==> src/rtl/data_mem_responder.sv <==
// ---------------------------------------------------------------------------
// data_mem_responder
//
// Multi-cycle data memory sitting on the CPU load/store port. A request is
// captured in IDLE, the pipeline is held for LATENCY cycles, the word access
// is performed on an internal array and a one-cycle acknowledge is returned
// together with the read data and an error flag.
//
// Parameters:
//   LATENCY  cycles from the accept edge to ack_o, ack cycle included (1..15)
//   DEPTH    number of 32-bit words in the array
//
// Ports:
//   clk_i    single clock, rising edge
//   rst_i    asynchronous active-low reset
//   req_i    access request, held by the CPU until it sees ack_o
//   we_i     1 = store, 0 = load (valid with req_i)
//   addr_i   byte address (valid with req_i)
//   wdata_i  store data (valid with req_i)
//   rdata_o  registered load data, held until the next load/error completion
//   ack_o    registered one-cycle completion pulse
//   err_o    registered error qualifier, meaningful only with ack_o
//   stall_o  combinational pipeline hold request
// ---------------------------------------------------------------------------
module data_mem_responder #(
  parameter int LATENCY = 4,
  parameter int DEPTH   = 32
) (
  input  logic        clk_i,
  input  logic        rst_i,
  input  logic        req_i,
  input  logic        we_i,
  input  logic [31:0] addr_i,
  input  logic [31:0] wdata_i,
  output logic [31:0] rdata_o,
  output logic        ack_o,
  output logic        err_o,
  output logic        stall_o
);

  localparam int         AW       = (DEPTH > 1) ? $clog2(DEPTH) : 1;
  localparam logic [29:0] DEPTH_W = 30'(DEPTH);
  // BUSY runs LATENCY-1 cycles, so the countdown starts at LATENCY-2.
  localparam logic [3:0] CNT_INIT = (LATENCY >= 2) ? 4'(LATENCY - 2) : 4'd0;
  localparam bit         SINGLE   = (LATENCY == 1);

  typedef enum logic [1:0] {
    IDLE = 2'd0,
    BUSY = 2'd1,
    ACK  = 2'd2
  } state_t;

  state_t          r_state;
  logic [3:0]      r_cnt;
  logic            r_we;
  logic [AW-1:0]   r_idx;
  logic [31:0]     r_wdata;
  logic [31:0]     r_mem [DEPTH];

  logic            w_accept;
  logic            w_decErr;
  logic            w_busyDone;
  logic            w_directAcc;
  logic            w_accWe;
  logic [AW-1:0]   w_accIdx;
  logic [31:0]     w_accData;
  logic            w_memWrite;

  // Request decode. Accept is gated by reset so a held request cannot touch
  // the array while reset is asserted. With LATENCY=1 a valid access is done
  // straight from the inputs on the accept edge; otherwise the captured
  // registers drive the access at the end of BUSY.
  always_comb begin
    w_accept    = rst_i && (r_state == IDLE) && req_i;
    w_decErr    = (addr_i[1:0] != 2'b00) || (addr_i[31:2] >= DEPTH_W);
    w_busyDone  = (r_state == BUSY) && (r_cnt == 4'd0);
    w_directAcc = SINGLE && w_accept && !w_decErr;
    w_accWe     = w_directAcc ? we_i : r_we;
    w_accIdx    = w_directAcc ? addr_i[AW+1:2] : r_idx;
    w_accData   = w_directAcc ? wdata_i : r_wdata;
    w_memWrite  = (w_directAcc || w_busyDone) && w_accWe;
    stall_o     = rst_i && (((r_state == IDLE) && req_i) || (r_state == BUSY));
  end

  // Storage array. Deliberately outside the reset domain so its contents
  // survive a reset; writes only fire from the access points decoded above.
  always_ff @(posedge clk_i) begin
    if (w_memWrite) begin
      r_mem[w_accIdx] <= w_accData;
    end
  end

  // Control FSM with registered response outputs. Errors skip BUSY and
  // complete in the cycle after accept regardless of LATENCY. In ACK the
  // still-high req_i belongs to the completing transaction and is ignored.
  always_ff @(posedge clk_i or negedge rst_i) begin
    if (!rst_i) begin
      r_state <= IDLE;
      r_cnt   <= 4'd0;
      r_we    <= 1'b0;
      r_idx   <= '0;
      r_wdata <= 32'd0;
      rdata_o <= 32'd0;
      ack_o   <= 1'b0;
      err_o   <= 1'b0;
    end else begin
      ack_o <= 1'b0;
      case (r_state)
        IDLE: begin
          if (req_i) begin
            r_we    <= we_i;
            r_idx   <= addr_i[AW+1:2];
            r_wdata <= wdata_i;
            r_cnt   <= CNT_INIT;
            if (w_decErr) begin
              r_state <= ACK;
              ack_o   <= 1'b1;
              err_o   <= 1'b1;
              rdata_o <= 32'd0;
            end else if (SINGLE) begin
              r_state <= ACK;
              ack_o   <= 1'b1;
              err_o   <= 1'b0;
              if (!we_i) begin
                rdata_o <= r_mem[w_accIdx];
              end
            end else begin
              r_state <= BUSY;
            end
          end
        end
        BUSY: begin
          if (r_cnt != 4'd0) begin
            r_cnt <= r_cnt - 4'd1;
          end else begin
            r_state <= ACK;
            ack_o   <= 1'b1;
            err_o   <= 1'b0;
            if (!r_we) begin
              rdata_o <= r_mem[r_idx];
            end
          end
        end
        ACK: begin
          r_state <= IDLE;
          err_o   <= 1'b0;
        end
        default: begin
          r_state <= IDLE;
        end
      endcase
    end
  end

endmodule

==> config.mk <==
export PLATFORM = sky130hd
export DESIGN_NAME = data_mem_responder
export DESIGN_NICKNAME = d
export VERILOG_FILES = /design/src/rtl/data_mem_responder.sv
export SDC_FILE = /design/constraint.sdc
export NUM_CORES = 1
export LEC_CHECK = 0
export CORE_MARGIN = 2
export CORE_UTILIZATION = 60
export DETAILED_ROUTE_END_ITERATION = 10
export PLACE_DENSITY_LB_ADDON = 0.08
export SLEW_MARGIN = 20
export SYNTH_ARGS = -nofsm -noshare
export SYNTH_HDL_FRONTEND = slang
export SYNTH_SLANG_ARGS = --single-unit
==> constraint.sdc <==
create_clock -name clk_i -period 5.6 [get_ports clk_i]
set_input_delay 1.12 -clock clk_i [delete_from_list [all_inputs] [get_ports clk_i]]
set_output_delay 1.12 -clock clk_i [all_outputs]
set_load 0.03 [all_outputs]
Word level (Yosys, flattened, before mapping)
Memories as Yosys holds them, arrays and structs flattened.
Cells that the tools add are included.
{"block": "totals", "reg_bits": 78, "ram_bits": 1024, "input_bits": 68, "elab_cells": 57, "mem_count": 1}
{"name": "r_mem", "depth": 32, "width": 32, "rd": 1, "rd_clocked_by_memory_dff": 0, "wr": 1, "line": "58", "rtl": "logic [31:0] r_mem [DEPTH];"}
{"block": "op_classes", "add_sub_neg": 1, "magnitude_cmp": 1, "n_eq_ne": 7, "n_mux": 22, "reduce_logical": 17}
{"cell": "two-way mux 32 bit", "count": 4}
{"cell": "one-hot mux 32 bit (2 select lines)", "count": 1}
{"cell": ">= comparator 30 x 6 -> 1 bit, second input constant", "count": 1}
{"cell": "two-way mux 1 bit", "count": 8}
{"cell": "two-way mux 4 bit", "count": 2}
{"cell": "!= test 2 bit, second input constant", "count": 4}
{"cell": "one-hot mux 4 bit (2 select lines)", "count": 1}
{"cell": "two-way mux 2 bit", "count": 3}
{"cell": "AND reduction 5 bit", "count": 1}
{"cell": "logical AND 1 bit", "count": 4}
{"cell": "logical NOT 4 bit", "count": 1}
{"cell": "one-hot mux 2 bit (2 select lines)", "count": 1}
{"cell": "AND reduction 2 bit", "count": 2}
{"cell": "AND reduction 4 bit", "count": 1}
{"cell": "nonzero test 2 bit", "count": 2}
{"cell": "nonzero test 4 bit", "count": 1}
{"cell": "subtractor 4 x 1 -> 4 bit, second input constant", "count": 1}
{"cell": "one-hot mux 1 bit (3 select lines)", "count": 1}
{"cell": "AND reduction 3 bit", "count": 1}
{"cell": "nonzero test 3 bit", "count": 1}
{"cell": "== test 2 x 1 -> 1 bit, second input constant", "count": 1}
{"cell": "== test 2 bit, second input constant", "count": 1}
{"cell": "logical NOT 2 bit", "count": 1}
{"cell": "logical OR 1 bit", "count": 2}
{"cell": "2 further kinds", "count": 2}

Logic depth before layout (Yosys ltp)
{"block": "depth", "depth_word": 5, "mapped_depth": 9}

Least setup slack after synthesis
Ideal clock, no wire load.
{"block": "synth_path", "path_kind": "register -> register", "startpoint": "register r_cnt[0]", "endpoint": "memory r_mem[24][0] (enable)", "setup_time_ns": 0.461, "arrival_time_ns": 3.831, "required_time_ns": 5.139, "setup_slack_ns": 1.308, "path_stages_with_launch": 8, "n_path_buf": 1, "period_less_slack_ns": 4.292, "cell_sequence": "dfrtp_1 -> inv_1 -> ha_1 -> nor3b_1 -> nand3_1 -> or3_1 -> clkbuf_1 -> nor3_1"}
{"block": "synth_between", "elab_chain_len": 5}
{"item": "start, declared", "line": "54", "rtl": "logic [3:0] r_cnt;"}
{"item": "start signal, assigned", "line": "134", "rtl": "r_cnt <= r_cnt - 4'd1;"}
{"item": "logical NOT 4 bit", "line": "76", "rtl": "w_busyDone = (r_state == BUSY) && (r_cnt == 4'd0);"}
{"item": "logical AND 1 bit", "line": "76"}
{"item": "logical AND 1 bit", "line": "81", "rtl": "w_memWrite = (w_directAcc || w_busyDone) && w_accWe;"}
{"item": "two-way mux 1 bit", "line": "88", "rtl": "if (w_memWrite) begin"}
{"item": "two-way mux 1 bit (implied by the code)", "line": "89", "rtl": "r_mem[w_accIdx] <= w_accData;"}
{"item": "end, declared", "line": "58"}
No other way between the ends.

Worst setup path after layout
{"block": "layout_path", "startpoint": "register r_cnt[1]", "endpoint": "memory r_mem[31][14] (enable)"}
Same word-level chain as after synthesis.

==> results.json <==
{
  "worst-path-buf-inv": 2,
  "crit_fanout": 32,
  "drv_cap": 0,
  "post-route-drc-count": 0,
  "synthToLayoutAreaGrowth_pct": 14.92,
  "postCtsSetupBuffers": 0,
  "status": "finished clean",
  "post-synth-top-count-cell": "edfxtp_1",
  "firstDrtPassIters": 5,
  "overflow": 0,
  "slew_headroom_pct": 20.36,
  "clock_sinks": 1102,
  "synthesis.nets": 2374,
  "period_needed_ps": 3824,
  "synth_edf_count": 1024,
  "yosysWarnings": 0,
  "min-delay-path-class": "input pin to async pin",
  "antenna_found_initial": 4,
  "setup_viol": 0,
  "io_pins": 103,
  "critPathCaptureType": "register",
  "p_seq_share_pct": 45.2,
  "cts_resized": 0,
  "tightest_slew_ps": 1184,
  "syn_area_um2": 42210,
  "ys_seq_elements": 1102,
  "netlist_instances": 2302,
  "synth_common_cells": "1024 x edfxtp_1, 512 x mux2i_1, 256 x o22ai_1, 105 x buf_2, 78 x dfrtp_1",
  "rsz0062_at_grt": "no",
  "hold_buffers": 0,
  "crit_arrival_ps": 4090,
  "synth_cell_type_count": 43,
  "holdWs_ps": 471.3,
  "grt_use_total_pct": 27.75,
  "vias_per_cell": 6.369,
  "start_util_pct": 60.48,
  "wl_um": 101000,
  "hold_violations": 0,
  "die_x_um": 269.2,
  "die_h_um": 269.2,
  "cts_buffer_depth": 3,
  "drt_first_iter_violations": 2552,
  "core.rowCount": 97,
  "routedWlPerCell_um": 28.96,
  "yosysSeqAreaShare_pct": 77.48,
  "leakagePower_nw": 16.91,
  "max_freq_mhz": 261.5,
  "slowest_delay_ps": 1110,
  "synth.avg_cell_area_um2": 18.33,
  "async_flop_share_pct": 7.078,
  "path_delay_family": "simple AND/OR/NAND/NOR gates",
  "drive_above_1_share_pct": 13.12,
  "gp_congestion": 0.8161,
  "dp_hpwl_um": 60870,
  "fillers": 4438,
  "cts_tree": "built",
  "io_buffers": 102,
  "synth_area_leader_cell": "edfxtp_1",
  "p_int_w": 0.01649,
  "grt_pass1_vias": 21700,
  "numCtsBuffers": 108,
  "finClkSkew_ps": 22.94,
  "dieArea_um2": 72480,
  "power.switching_w": 0.007527,
  "grt_max_degree": 107,
  "fin_nets": 2527,
  "crit_path_start_kind": "register",
  "slew_violations": 0,
  "pwr-share-clk_pct": 29.6,
  "synth_top_area_share_pct": 72.86,
  "cellPowerDensity_nw_per_um2": 495.1,
  "peakVddDrop_mv": 0.4388,
  "core_um2": 69790,
  "swShare_pct": 31.34,
  "cp_slowest_cell": "nor2_4",
  "period_share_pct": 68.28,
  "crit_chain": "inv_1 -> ha_1 -> nor3b_1 -> nand3_1 -> inv_1 -> nand3_1 -> nor2_4",
  "cts.clk_slew.worst_paths_ps": 60,
  "combPwrFrac_pct": 25.2,
  "synth_top_flop_cell": "edfxtp_1",
  "critPathRequiredTime_ps": 5870,
  "final_core_util_pct": 69.50,
  "grt_pass1_wl_um": 147300,
  "clockRootBuffer": "clkbuf_16",
  "antenna_left": 0,
  "clk_latency_ps": 660,
  "via_count": 22210,
  "crit_type": "register to register",
  "htreeDepth": 3,
  "setup-tns-final_ps": 0,
  "netlist_top_cells_area": "edfxtp_1 73%, mux2i_1 12%, dfrtp_1 4.6%"
}
## per-layer routing
layer / track usage (%) / up-vias / part of all wire (%)
met5: 0 / - / 0.013
met4: 5.969 / 2 / 1.7
met3: 6.367 / 135 / 9.9
met2: 41.47 / 981 / 46
met1: 42.30 / 11430 / 42
li1: - / 9659 / -
## sequential cells by signal (all words and copies together), names as in the netlist
signal,count
r_wdata,32
r_cnt,4
r_mem,1024
r_state,2
r_idx,5
ack_o,1
err_o,1
r_we,1
rdata_o,32
## power by group through the flow
stage                     Combinational (W)  Clock (W)  Sequential [W]
after detailed placement            0.00598          0          0.0110
after global routing                0.00639    0.00750          0.0109
final                               0.00605    0.00711          0.0109
after CTS                           0.00600    0.00718          0.0108
after floorplan                     0.00351          0          0.0111
after global placement              0.00588          0          0.0110
## cell type report
type	count	area, µm²	area share [%]
timing repair buffer	183	2100	4.329
multi-input combinational	1053	9004	18.56
sequential	1102	32710	67.44
clock buffer	147	3005	6.196
antenna	1	2.502	0.005159
tap	940	1176	2.425
inverter	7	26.28	0.05417
clock inverter	54	480.5	0.9906
## final timing paths
path | from | cells past startpoint | end | slack (ps)
worst max-delay path | r_cnt[1] | 7 | r_mem[31][14] | 1780
worst min-delay path | rst_i | 1 | r_wdata[14] | 470
worst max register to register | r_cnt[1] | 7 | r_mem[31][14] | 1780
worst min register to register | r_wdata[8] | 1 | r_wdata[8] | 500
max in group asynchronous | rst_i | 2 | r_idx[1] | 3940
min in group clk_i | r_wdata[8] | 1 | r_wdata[8] | 500
## cells in the final DEF (no fill, tap or decap), drive strengths merged, types with 6 or more instances in the layout
cell type	Yosys	layout
o21ai	9	9
nand2	39	39
mux2i	512	512
nor3	6	6
bufinv	0	9
nand4bb	6	6
buf	123	82
inv	7	7
nand3	6	6
edfxtp	1024	1024
clkbuf	17	147
a22o	34	34
nor4	71	71
mux2	39	39
o22ai	256	256
dfrtp	78	78
nor2	35	35
clkdlybuf4s50	0	101
clkinv	0	43
## per-stage QoR
step,instance area [µm²],total power [W],setup WS (ps),instances
after floorplan,42210,0.01459,1308,2302
after CTS,48270,0.02403,1665,3478
after global routing,48500,0.02479,1573,3486
after detailed placement,44790,0.01700,1676,3277
final,48500,0.02402,1776,3487
after global placement,44420,0.01686,1800,3263
## logic make-up after synthesis
family                   Yosys count  share of synthesized area, %
AO/OA/AOI/OAI                    307                         4.761
adder cells (fa/ha/maj)            4                        0.1186
buffers and inverters            147                         1.880
flip-flops                      1102                         77.48
multiplexers                     551                         13.18
AND/OR/NAND/NOR                  191                         2.576
## worst register-to-register path, delay by kind of cell (launching register included)
family                   cells  cell delay (ps)
AND/OR/NAND/NOR              4             2510
flip-flops                   1              410
adder cells (fa/ha/maj)      1              220
buffers and inverters        2              250
No activity file was read; power rests on OpenSTA's default activity.
